<file path="src/rtl/gbe_rx_port_demux_if.sv">
// MAC receive byte stream into the port demux: data, valid and end-of-frame status strobes.
interface gbe_rx_port_demux_if;
  logic [7:0] mac_rx_data;
  logic       mac_rx_dvld;
  logic       mac_rx_goodframe;
  logic       mac_rx_badframe;

  modport master (output mac_rx_data, mac_rx_dvld, mac_rx_goodframe, mac_rx_badframe);
  modport slave  (input  mac_rx_data, mac_rx_dvld, mac_rx_goodframe, mac_rx_badframe);
endinterface

</file>
<file path="src/rtl/gbe_rx_port_demux.sv">
// Receive-side Ethernet/IPv4/UDP parser that steers matching UDP payloads to one of N local ports,
// trims Ethernet padding via the UDP length and keeps saturating miss/error counters.
module gbe_rx_port_demux #(
  parameter int unsigned N_PORTS      = 4,
  parameter int unsigned CH_W         = 2,
  parameter bit          ACCEPT_BCAST = 1'b0
) (
  input  logic                   mac_clk,
  input  logic                   mac_rst,
  gbe_rx_port_demux_if.slave     rx,
  input  logic                   local_enable,
  input  logic [47:0]            local_mac,
  input  logic [31:0]            local_ip,
  input  logic [16*N_PORTS-1:0]  local_ports,
  input  logic [N_PORTS-1:0]     port_en,
  output logic [7:0]             out_data,
  output logic                   out_dvld,
  output logic [CH_W-1:0]        out_chan,
  output logic [31:0]            out_srcip,
  output logic [15:0]            out_srcport,
  output logic                   out_eof,
  output logic                   out_badframe,
  output logic [15:0]            miss_cnt,
  output logic [15:0]            err_cnt
);

  localparam int unsigned OFF_W = 11;
  localparam logic [OFF_W-1:0] OFF_MAX = '1;

  typedef enum logic [2:0] {S_SYNC, S_IDLE, S_HDR, S_PAYLOAD, S_PAD, S_DROP} state_t;

  state_t           state, st_b;
  logic [OFF_W-1:0] off;
  logic [7:0]       d;
  logic             dv, end_c, bad_c;
  logic             mac_run, bc_run, mac_now, bc_now;
  logic [7:0]       mac_byte, ip_byte, dport_hi, len_hi;
  logic [1:0]       ip_idx;
  logic [15:0]      udp_len, remaining, rem_b;
  logic [31:0]      srcip_sh;
  logic [15:0]      srcport_sh;
  logic [CH_W-1:0]  chan_q, port_idx;
  logic             port_hit, hdr_ok, fwd, accept;

  assign d     = rx.mac_rx_data;
  assign dv    = rx.mac_rx_dvld;
  assign end_c = rx.mac_rx_goodframe | rx.mac_rx_badframe;

  // Per-byte header field check for the byte at the current offset
  always_comb begin
    mac_byte = 8'(local_mac >> (6'd40 - {off[2:0], 3'b000}));
    ip_idx   = 2'(off - 11'd30);
    ip_byte  = 8'(local_ip >> (5'd24 - {ip_idx, 3'b000}));
    mac_now  = ((off == '0) || mac_run) && (d == mac_byte);
    bc_now   = ((off == '0) || bc_run) && (d == 8'hFF);
    port_hit = 1'b0;
    port_idx = '0;
    // Descending scan so the lowest matching index is the one left standing
    for (int i = int'(N_PORTS) - 1; i >= 0; i--) begin
      if (port_en[i] && (local_ports[16*i +: 16] == {dport_hi, d})) begin
        port_hit = 1'b1;
        port_idx = CH_W'(i);
      end
    end
    hdr_ok = 1'b1;
    if (off < 11'd6)                         hdr_ok = mac_now || (ACCEPT_BCAST && bc_now);
    else if (off == 11'd12)                  hdr_ok = (d == 8'h08);
    else if (off == 11'd13)                  hdr_ok = (d == 8'h00);
    else if (off == 11'd14)                  hdr_ok = (d == 8'h45);
    else if (off == 11'd23)                  hdr_ok = (d == 8'h11);
    else if (off >= 11'd30 && off <= 11'd33) hdr_ok = (d == ip_byte);
    else if (off == 11'd37)                  hdr_ok = port_hit;
    else if (off == 11'd39)                  hdr_ok = ({len_hi, d} >= 16'd8);
  end

  // State after consuming this cycle's byte; the end strobe is applied on top of it
  always_comb begin
    st_b   = state;
    rem_b  = remaining;
    fwd    = 1'b0;
    accept = 1'b0;
    if (dv) begin
      unique case (state)
        S_IDLE: st_b = (local_enable && hdr_ok) ? S_HDR : S_DROP;
        S_HDR: begin
          if (!hdr_ok) begin
            st_b = S_DROP;
          end else if (off == 11'd41) begin
            accept = 1'b1;
            rem_b  = udp_len - 16'd8;
            st_b   = (rem_b == 16'd0) ? S_PAD : S_PAYLOAD;
          end
        end
        S_PAYLOAD: begin
          fwd   = 1'b1;
          rem_b = remaining - 16'd1;
          if (rem_b == 16'd0) st_b = S_PAD;
        end
        default: ;
      endcase
    end
    bad_c = rx.mac_rx_badframe || (rem_b != 16'd0);
  end

  always_ff @(posedge mac_clk) begin
    if (mac_rst) begin
      state        <= S_SYNC;
      off          <= '0;
      mac_run      <= 1'b0;
      bc_run       <= 1'b0;
      dport_hi     <= '0;
      len_hi       <= '0;
      udp_len      <= '0;
      remaining    <= '0;
      srcip_sh     <= '0;
      srcport_sh   <= '0;
      chan_q       <= '0;
      out_data     <= '0;
      out_dvld     <= 1'b0;
      out_chan     <= '0;
      out_srcip    <= '0;
      out_srcport  <= '0;
      out_eof      <= 1'b0;
      out_badframe <= 1'b0;
      miss_cnt     <= '0;
      err_cnt      <= '0;
    end else begin
      out_dvld     <= fwd;
      out_data     <= fwd ? d : 8'h00;
      out_eof      <= 1'b0;
      out_badframe <= 1'b0;
      if (state == S_SYNC) begin
        // Leave only on an idle cycle so a frame already in flight is never parsed
        if (!dv) begin
          state <= S_IDLE;
          off   <= '0;
        end
      end else begin
        state     <= st_b;
        remaining <= rem_b;
        if (dv) begin
          if (off != OFF_MAX) off <= off + 11'd1;
          if (off < 11'd6) begin
            mac_run <= mac_now;
            bc_run  <= bc_now;
          end
          if (state == S_HDR) begin
            if (off >= 11'd26 && off <= 11'd29) srcip_sh <= {srcip_sh[23:0], d};
            if (off == 11'd34 || off == 11'd35) srcport_sh <= {srcport_sh[7:0], d};
            if (off == 11'd36) dport_hi <= d;
            if (off == 11'd37) chan_q <= port_idx;
            if (off == 11'd38) len_hi <= d;
            if (off == 11'd39) udp_len <= {len_hi, d};
          end
        end
        if (accept) begin
          out_chan    <= chan_q;
          out_srcip   <= srcip_sh;
          out_srcport <= srcport_sh;
        end
        if (end_c) begin
          state <= S_IDLE;
          off   <= '0;
          if (st_b == S_PAYLOAD || st_b == S_PAD) begin
            out_eof      <= 1'b1;
            out_badframe <= bad_c;
            if (bad_c && (err_cnt != 16'hFFFF)) err_cnt <= err_cnt + 16'd1;
          end else if ((st_b == S_HDR || st_b == S_DROP) && !rx.mac_rx_badframe &&
                       local_enable && (miss_cnt != 16'hFFFF)) begin
            miss_cnt <= miss_cnt + 16'd1;
          end
        end
      end
    end
  end

endmodule

</file>
<file path="src/flat_wrapper.sv">
// flat-port wrapper written by rule: the top's interface ports become plain ports
module gbe_rx_port_demux_flat 
#(
  parameter int unsigned N_PORTS      = 4,
  parameter int unsigned CH_W         = 2,
  parameter bit          ACCEPT_BCAST = 1'b0
)
  (mac_clk, mac_rst, local_enable, local_mac, local_ip, local_ports, port_en, out_data, out_dvld, out_chan, out_srcip, out_srcport, out_eof, out_badframe, miss_cnt, err_cnt, rx_mac_rx_data, rx_mac_rx_dvld, rx_mac_rx_goodframe, rx_mac_rx_badframe);
  gbe_rx_port_demux_if rx_i ();
  input  logic mac_clk;
  input  logic mac_rst;
  input  logic local_enable;
  input  logic [47:0] local_mac;
  input  logic [31:0] local_ip;
  input  logic [16*N_PORTS-1:0] local_ports;
  input  logic [N_PORTS-1:0] port_en;
  output logic [7:0] out_data;
  output logic out_dvld;
  output logic [CH_W-1:0] out_chan;
  output logic [31:0] out_srcip;
  output logic [15:0] out_srcport;
  output logic out_eof;
  output logic out_badframe;
  output logic [15:0] miss_cnt;
  output logic [15:0] err_cnt;
  input wire logic [$bits(rx_i.mac_rx_data)-1:0] rx_mac_rx_data;
  input wire logic [$bits(rx_i.mac_rx_dvld)-1:0] rx_mac_rx_dvld;
  input wire logic [$bits(rx_i.mac_rx_goodframe)-1:0] rx_mac_rx_goodframe;
  input wire logic [$bits(rx_i.mac_rx_badframe)-1:0] rx_mac_rx_badframe;
  assign rx_i.mac_rx_data = rx_mac_rx_data;
  assign rx_i.mac_rx_dvld = rx_mac_rx_dvld;
  assign rx_i.mac_rx_goodframe = rx_mac_rx_goodframe;
  assign rx_i.mac_rx_badframe = rx_mac_rx_badframe;
  gbe_rx_port_demux #(.N_PORTS(N_PORTS), .CH_W(CH_W), .ACCEPT_BCAST(ACCEPT_BCAST)) u_core (.mac_clk(mac_clk), .mac_rst(mac_rst), .rx(rx_i), .local_enable(local_enable), .local_mac(local_mac), .local_ip(local_ip), .local_ports(local_ports), .port_en(port_en), .out_data(out_data), .out_dvld(out_dvld), .out_chan(out_chan), .out_srcip(out_srcip), .out_srcport(out_srcport), .out_eof(out_eof), .out_badframe(out_badframe), .miss_cnt(miss_cnt), .err_cnt(err_cnt));
endmodule
</file>
<file path="config.mk">
export PLATFORM = sky130hd
export DESIGN_NAME = gbe_rx_port_demux_flat
export DESIGN_NICKNAME = d
export VERILOG_FILES = /design/src/rtl/gbe_rx_port_demux_if.sv /design/src/rtl/gbe_rx_port_demux.sv /design/src/flat_wrapper.sv
export SDC_FILE = /design/constraint.sdc
export NUM_CORES = 1
export LEC_CHECK = 0
export ABC_CLOCK_PERIOD_IN_PS = 4750
export BUFFER_PORTS_ARGS = -buffer_cell sky130_fd_sc_hd__buf_2
export CAP_MARGIN = 5
export CORE_ASPECT_RATIO = 0.5
export CORE_MARGIN = 4
export CORE_UTILIZATION = 40
export CTS_BUF_LIST = sky130_fd_sc_hd__clkbuf_8
export DETAILED_ROUTE_END_ITERATION = 10
export GPL_ROUTABILITY_DRIVEN = 0
export PLACE_DENSITY = 0.6
export SETUP_SLACK_MARGIN = 0.05
export SKIP_LAST_GASP = 1
export SLEW_MARGIN = 10
export SYNTH_ARGS = -nofsm -noshare
export SYNTH_HDL_FRONTEND = slang
export SYNTH_SLANG_ARGS = --single-unit
</file>
<file path="constraint.sdc">
create_clock -name mac_clk -period 4.75 [get_ports mac_clk]
set_input_delay 0.7125 -clock mac_clk [delete_from_list [all_inputs] [get_ports mac_clk]]
set_output_delay 0.7125 -clock mac_clk [all_outputs]
set_load 0.01 [all_outputs]
</file>
== After elaboration in Yosys (flattened, before gate mapping) ==
Cells that the tools add are included.
Storage, ports and cells
  register bits: 206
  output and inout port bits: 93
  logic and storage cells: 153
Cells by class
  $add $sub $neg: 8
  $lt $le $gt $ge: 6
  equality and inequality tests: 31
  shifts and indexed selects: 2
  mux-type cells: 42
  bitwise gates (word level): 5
  reduce and logical (&&, ||, !) cells: 40
Operators by type and width (number)
  == test 11 x 6 -> 1 bit (second input constant): 7
  == test 16 bit: 4
  two-way mux 11 bit: 5
  two-way mux 16 bit: 3
  >> shifter 48 x 6 -> 8 bit: 1
  == test 11 x 4 -> 1 bit (second input constant): 3
  adder 16 x 1 -> 16 bit (second input constant): 2
  logical NOT 16 bit: 2
  inequality test 16 bit (second input constant): 2
  one-hot mux 16 bit (2 select lines): 1
  AND reduction 4 bit: 8
  >> shifter 32 x 5 -> 8 bit: 1
  two-way mux 3 bit: 9
  >= comparator 11 x 5 -> 1 bit (second input constant): 2
  two-way mux 1 bit: 19
  == test 8 bit: 2
  >= comparator 16 x 4 -> 1 bit (second input constant): 1
  nonzero test 16 bit: 1
  subtractor 16 x 1 -> 16 bit (second input constant): 1
  subtractor 16 x 4 -> 16 bit (second input constant): 1
  == test 3 x 2 -> 1 bit (second input constant): 4
  logical AND 1 bit: 12
  adder 11 x 1 -> 11 bit (second input constant): 1
  == test 11 x 5 -> 1 bit (second input constant): 1
  other kinds (28): 41

== Depth between registers and ports, before layout ==
  depth after elaboration: 23
  depth in mapped cells: 20
  gate-level depth less buffers: 13

== Worst setup path after synthesis ==
Ideal clock, no wire load.
  path type: reg2reg
  start point: register u_core.off[1]
  end point: register u_core.err_cnt[1]
  library setup time: 0.128 ns
  arrival: 4.082 ns
  required time: 4.622 ns
  slack: 0.541 ns
  stages on the path, launching flop included: 20
  path buffers: 6
  clock period less this slack: 4.209 ns
  cells stage by stage: dfxtp_1 -> buf_2 -> buf_2 -> buf_2 -> inv_1 -> ha_1 -> and3b_1 -> clkbuf_1 -> and3_1 -> o21ai_1 -> a221o_1 -> a2111o_1 -> or4_4 -> o21ai_2 -> and4bb_1 -> a22oi_2 -> buf_4 -> buf_6 -> mux2i_1 -> nor2_1
Between the ends
  word-level cells in the longest chain between the ends: 17
RTL lines
  start, declared: line gbe_rx_port_demux.sv:33  | logic [OFF_W-1:0] off;
  start signal, assigned: line gbe_rx_port_demux.sv:142  | if (off != OFF_MAX) off <= off + 11'd1;
  subtractor 2 bit: line gbe_rx_port_demux.sv:52  | ip_idx = 2'(off - 11'd30);
  subtractor 5 bit: line gbe_rx_port_demux.sv:53  | ip_byte = 8'(local_ip >> (5'd24 - {ip_idx, 3'b000}));
  >> shifter 32 x 5 -> 8 bit: line gbe_rx_port_demux.sv:53
  == test 8 bit: line gbe_rx_port_demux.sv:71  | else if (off >= 11'd30 && off <= 11'd33) hdr_ok = (d == ip_byte);
  two-way mux 1 bit: line gbe_rx_port_demux.sv:71
  two-way mux 1 bit: line gbe_rx_port_demux.sv:70  | else if (off == 11'd23) hdr_ok = (d == 8'h11);
  two-way mux 1 bit: line gbe_rx_port_demux.sv:69  | else if (off == 11'd14) hdr_ok = (d == 8'h45);
  two-way mux 1 bit: line gbe_rx_port_demux.sv:68  | else if (off == 11'd13) hdr_ok = (d == 8'h00);
  two-way mux 1 bit: line gbe_rx_port_demux.sv:67  | else if (off == 11'd12) hdr_ok = (d == 8'h08);
  two-way mux 1 bit: line gbe_rx_port_demux.sv:66  | if (off < 11'd6) hdr_ok = mac_now || (ACCEPT_BCAST && bc_now);
  two-way mux 16 bit / logical AND 1 bit (equally long branches): line gbe_rx_port_demux.sv:86, gbe_rx_port_demux.sv:84
  one-hot mux 16 bit (2 select lines) / two-way mux 3 bit (equally long branches): line gbe_rx_port_demux.sv:83, gbe_rx_port_demux.sv:84
  two-way mux 16 bit / one-hot mux 3 bit (3 select lines) (equally long branches): line gbe_rx_port_demux.sv:82, gbe_rx_port_demux.sv:83
  nonzero test 16 bit / two-way mux 3 bit (equally long branches): line gbe_rx_port_demux.sv:102, gbe_rx_port_demux.sv:82
  logical OR 1 bit, or another cell as far along: line gbe_rx_port_demux.sv:102  | bad_c = rx.mac_rx_badframe || (rem_b != 16'd0);
  logical AND 1 bit / logical OR 1 bit (equally long branches): line gbe_rx_port_demux.sv:167, gbe_rx_port_demux.sv:164
  AND reduction 4 bit (no source line) (*)
  end signal, assigned: line gbe_rx_port_demux.sv:167  | if (bad_c && (err_cnt != 16'hFFFF)) err_cnt <= err_cnt + 16'd1;
  end, declared: line gbe_rx_port_demux.sv:24  | output logic [15:0] err_cnt
Every way passes the cells marked *; elsewhere a longest branch is shown, timed or not.
A chain may end at the register's enable or synchronous reset.

== Final worst setup path ==
  start point: register u_core.udp_len[3]
  end point: register u_core.err_cnt[15]
Between the ends
  word-level cells in the longest chain between the ends: 10
RTL lines
  start, declared: line gbe_rx_port_demux.sv:39  | logic [15:0] udp_len, remaining, rem_b;
  start signal, assigned: line gbe_rx_port_demux.sv:153  | if (off == 11'd39) udp_len <= {len_hi, d};
  subtractor 16 x 4 -> 16 bit (*): line gbe_rx_port_demux.sv:90  | rem_b = udp_len - 16'd8;
  logical NOT 16 bit: line gbe_rx_port_demux.sv:91  | st_b = (rem_b == 16'd0) ? S_PAD : S_PAYLOAD;
  two-way mux 3 bit: line gbe_rx_port_demux.sv:91
  two-way mux 3 bit: line gbe_rx_port_demux.sv:88  | end else if (off == 11'd41) begin
  two-way mux 3 bit: line gbe_rx_port_demux.sv:86  | if (!hdr_ok) begin
  one-hot mux 3 bit (3 select lines): line gbe_rx_port_demux.sv:83  | unique case (state)
  two-way mux 3 bit: line gbe_rx_port_demux.sv:82  | if (dv) begin
  == test 3 x 2 -> 1 bit / == test 3 bit (equally long branches): line gbe_rx_port_demux.sv:164  | if (st_b == S_PAYLOAD || st_b == S_PAD) begin
  logical OR 1 bit: line gbe_rx_port_demux.sv:164
  AND reduction 4 bit (no source line) (*)
Marked as above.

==> flow_metrics.tcl <==
set metrics [dict create \
    status "finished clean" \
    max_stage_delay_ns 0.48 \
    cpMaxStageDelayCell "or4_1" \
    cts_hold_buf 0 \
    initial_core_util_pct 41.0 \
    antenna_found_initial 1 \
    drc 0 \
    grt_use_met2_pct 35.4 \
    hold_viol_final 0 \
    clk_path_buf_depth 3 \
    clock_latency_ns 0.60 \
    fmax_ghz 0.229 \
    final_cell_mix "buf_2 (253), nand2_1 (252), dfxtp_1 (206)" \
    synth_edf_count 0 \
    layout_commonest_cell "buf_2" \
    cts_tree "yes" \
    grt_pass1_vias 10899 \
    placed_cells 1974 \
    mappedNetlistNets 1605 \
    fp.coreArea_um2 27900 \
    yosysSeqAreaShare_pct 36.0 \
    synthArstFlopShare_pct 0 \
    critPathKind "reg -> reg" \
    drt_wl_total_um 37200 \
    powerDensity_nw_per_um2 265 \
    yosys_warnings 0 \
    clk_pin_slew_worst_paths_ns 0.08 \
    row_count 43 \
    clock_sinks 206 \
    die_area_um2 31600 \
    io_pins 255 \
    numCtsBuffers 30 \
    tns_ns 0 \
    grt_most_used_layer "met2" \
    fin_area_um2 13600 \
    syn2layout_area_growth_pct 18.5 \
    rsz0062_at_grt "false" \
    grt.total_usage_pct 22.6 \
    path_common_cell "a21oi_1" \
    cp_max_fo 29 \
    portBuffers 254 \
    setup_viol 0 \
    grt_pass1_wl_um 58200 \
    via_per_inst 5.57 \
    synth_cell_types 86 \
    overflow 0 \
    p_leak_uw 0.00542 \
    ys.flop_type "dfxtp_1" \
    hpwlAfterDp_um 27100 \
    slew_viol_final 0 \
    crit_path_end_kind "register" \
    syn_inst 1430 \
    place_area_um2 12900 \
    fin_crit_sh_pct 91.9 \
    netlist_area_um2 11500 \
    finClkSkew_ns 0.0161 \
    drv_cap 0 \
    grt_max_degree 120 \
    ctsResizeCount 0 \
    post_drt_wl_per_cell_um 18.3 \
    relSlewSlack_pct 39.6 \
    peakVddDrop_uv 164 \
    worstMarginPinSlew_ns 0.906 \
    cp_cell_sequence "inv_1 -> ha_1 -> or4b_1 -> nor4b_1 -> nand4_1 -> a2111oi_2 -> nor3_1 -> a211o_1 -> a21o_1 -> a21oi_1 -> a22oi_2 -> buf_4 -> or4_1 -> a21oi_1" \
    worstSetupStartpointType "register" \
    die_y_um 128 \
    drive_gt1_share_pct 22.3 \
    cts_max_level 1 \
    die_w_um 247 \
    ys_ff_latch 206 \
    syn_avg_cell_area_um2 8.01 \
    postRouteAntennaNets 0 \
    met3_usage_pct 5.37 \
    finalNonFillerCells 2031 \
    holdCritPathClass "reg -> reg" \
    drtIter0Drc 1102 \
    required_ns 5.26 \
    use_met1_pct 32.2 \
    nets 1799 \
    drt_first_pass_iters 6 \
    worstPathArrival_ns 4.88 \
    vias 11303 \
    period_needed_ns 4.37 \
    n_fill_cell 2751 \
    post-cts-setup-buffer-count 0 \
    cts-root-buf "clkbuf_8" \
]
-- path summary, 6_finish.rpt --
kind | startpoint | depth (start not counted) | to | slack [ns]
worst max-delay path | u_core.udp_len[3] | 14 | u_core.err_cnt[15] | 0.38
worst min-delay path | u_core.out_srcip[1] | 2 | u_core.out_srcip[1] | 0.45
worst max register to register | u_core.udp_len[3] | 14 | u_core.err_cnt[15] | 0.38
worst min register to register | u_core.out_srcip[1] | 2 | u_core.out_srcip[1] | 0.45
-- cell usage after synthesis (all sizes together) (11+ instances only) --
cell type	number	share of area, %
a21oi	144	6.3
a31oi	20	1.2
and3	14	0.76
buf	29	1.5
clkbuf	85	2.8
dfxtp	206	36
ha	13	1.4
inv	18	0.59
mux2	17	1.7
mux2i	54	4.8
nand2	253	8.3
nand3	41	1.8
nand4	29	1.6
nor2	113	3.7
nor2b	22	1.2
nor3	31	1.4
nor4	18	0.98
nor4b	12	1.2
o21ai	35	1.6
or3	26	1.4
or4	11	0.79
xnor2	86	6.6
xor2	18	1.4
-- cell families after synthesis --
kind of cell | Yosys count | synth area share, %
and+or+nand+nor | 619 | 26.4
AOI/OAI and AO/OA | 273 | 14.8
DFF | 206 | 36.0
buffers and inverters | 134 | 4.96
xor gates and xnor gates | 104 | 7.95
muxes | 81 | 8.47
adders and majority gates | 13 | 1.42
-- flip-flops by register name, indices dropped and copies added, names as in the netlist, 2 cells and up --
register,count
u_core.len_hi,8
u_core.remaining,16
u_core.chan_q,2
u_core.miss_cnt,16
u_core.out_srcport,16
u_core.state,3
u_core.udp_len,16
u_core.out_srcip,32
u_core.srcip_sh,32
u_core.out_chan,2
u_core.dport_hi,8
u_core.srcport_sh,16
u_core.out_data,8
u_core.off,11
u_core.err_cnt,16
-- per-layer routing --
| layer | wire length [um] | vias to the layer above |
|---|---|---|
| met5 | 0 | - |
| met4 | 664 | 0 |
| met3 | 2780 | 72 |
| met2 | 16700 | 398 |
| met1 | 17000 | 5432 |
| li1 | - | 5401 |
-- where the power goes --
group / switching (uW) / internal (uW)
clock network: 721 / 847
registers: 3.39 / 1730
logic: 169 / 133
total: 894 / 2710
-- critical path, delay by kind of cell (launching register included) --
family          cells  cell delay (ns)
buf+inv             2             0.40
fa+ha+maj           1             0.41
flops               1             0.45
simple gates        5             1.56
compound gates      6             1.44
-- stage by stage --
step / hold WS [ns] / setup slack, ns / utilization, % / total power (uW)
floorplan: 0.432 / 0.541 / - / 1950
global placement: 0.439 / 0.513 / 46.2 / 2060
detailed placement: 0.441 / 0.415 / 46.2 / 2070
CTS: 0.454 / 0.447 / 48.6 / 3640
global route: 0.471 / 0.0540 / 48.6 / 3750
finish: 0.450 / 0.384 / 48.6 / 3600
-- cell type report --
type	instances	area, um2	share of cell area [%]
well taps	382	478	3.52
inverters	20	75.1	0.553
multi-input cells	1090	6780	49.9
repair buffers	276	1440	10.6
diodes	1	2.50	0.0184
clock buffers	42	578	4.26
flip-flops and latches	206	4120	30.4
clock inverters	14	101	0.746
Power figures use the tool's default switching activity.
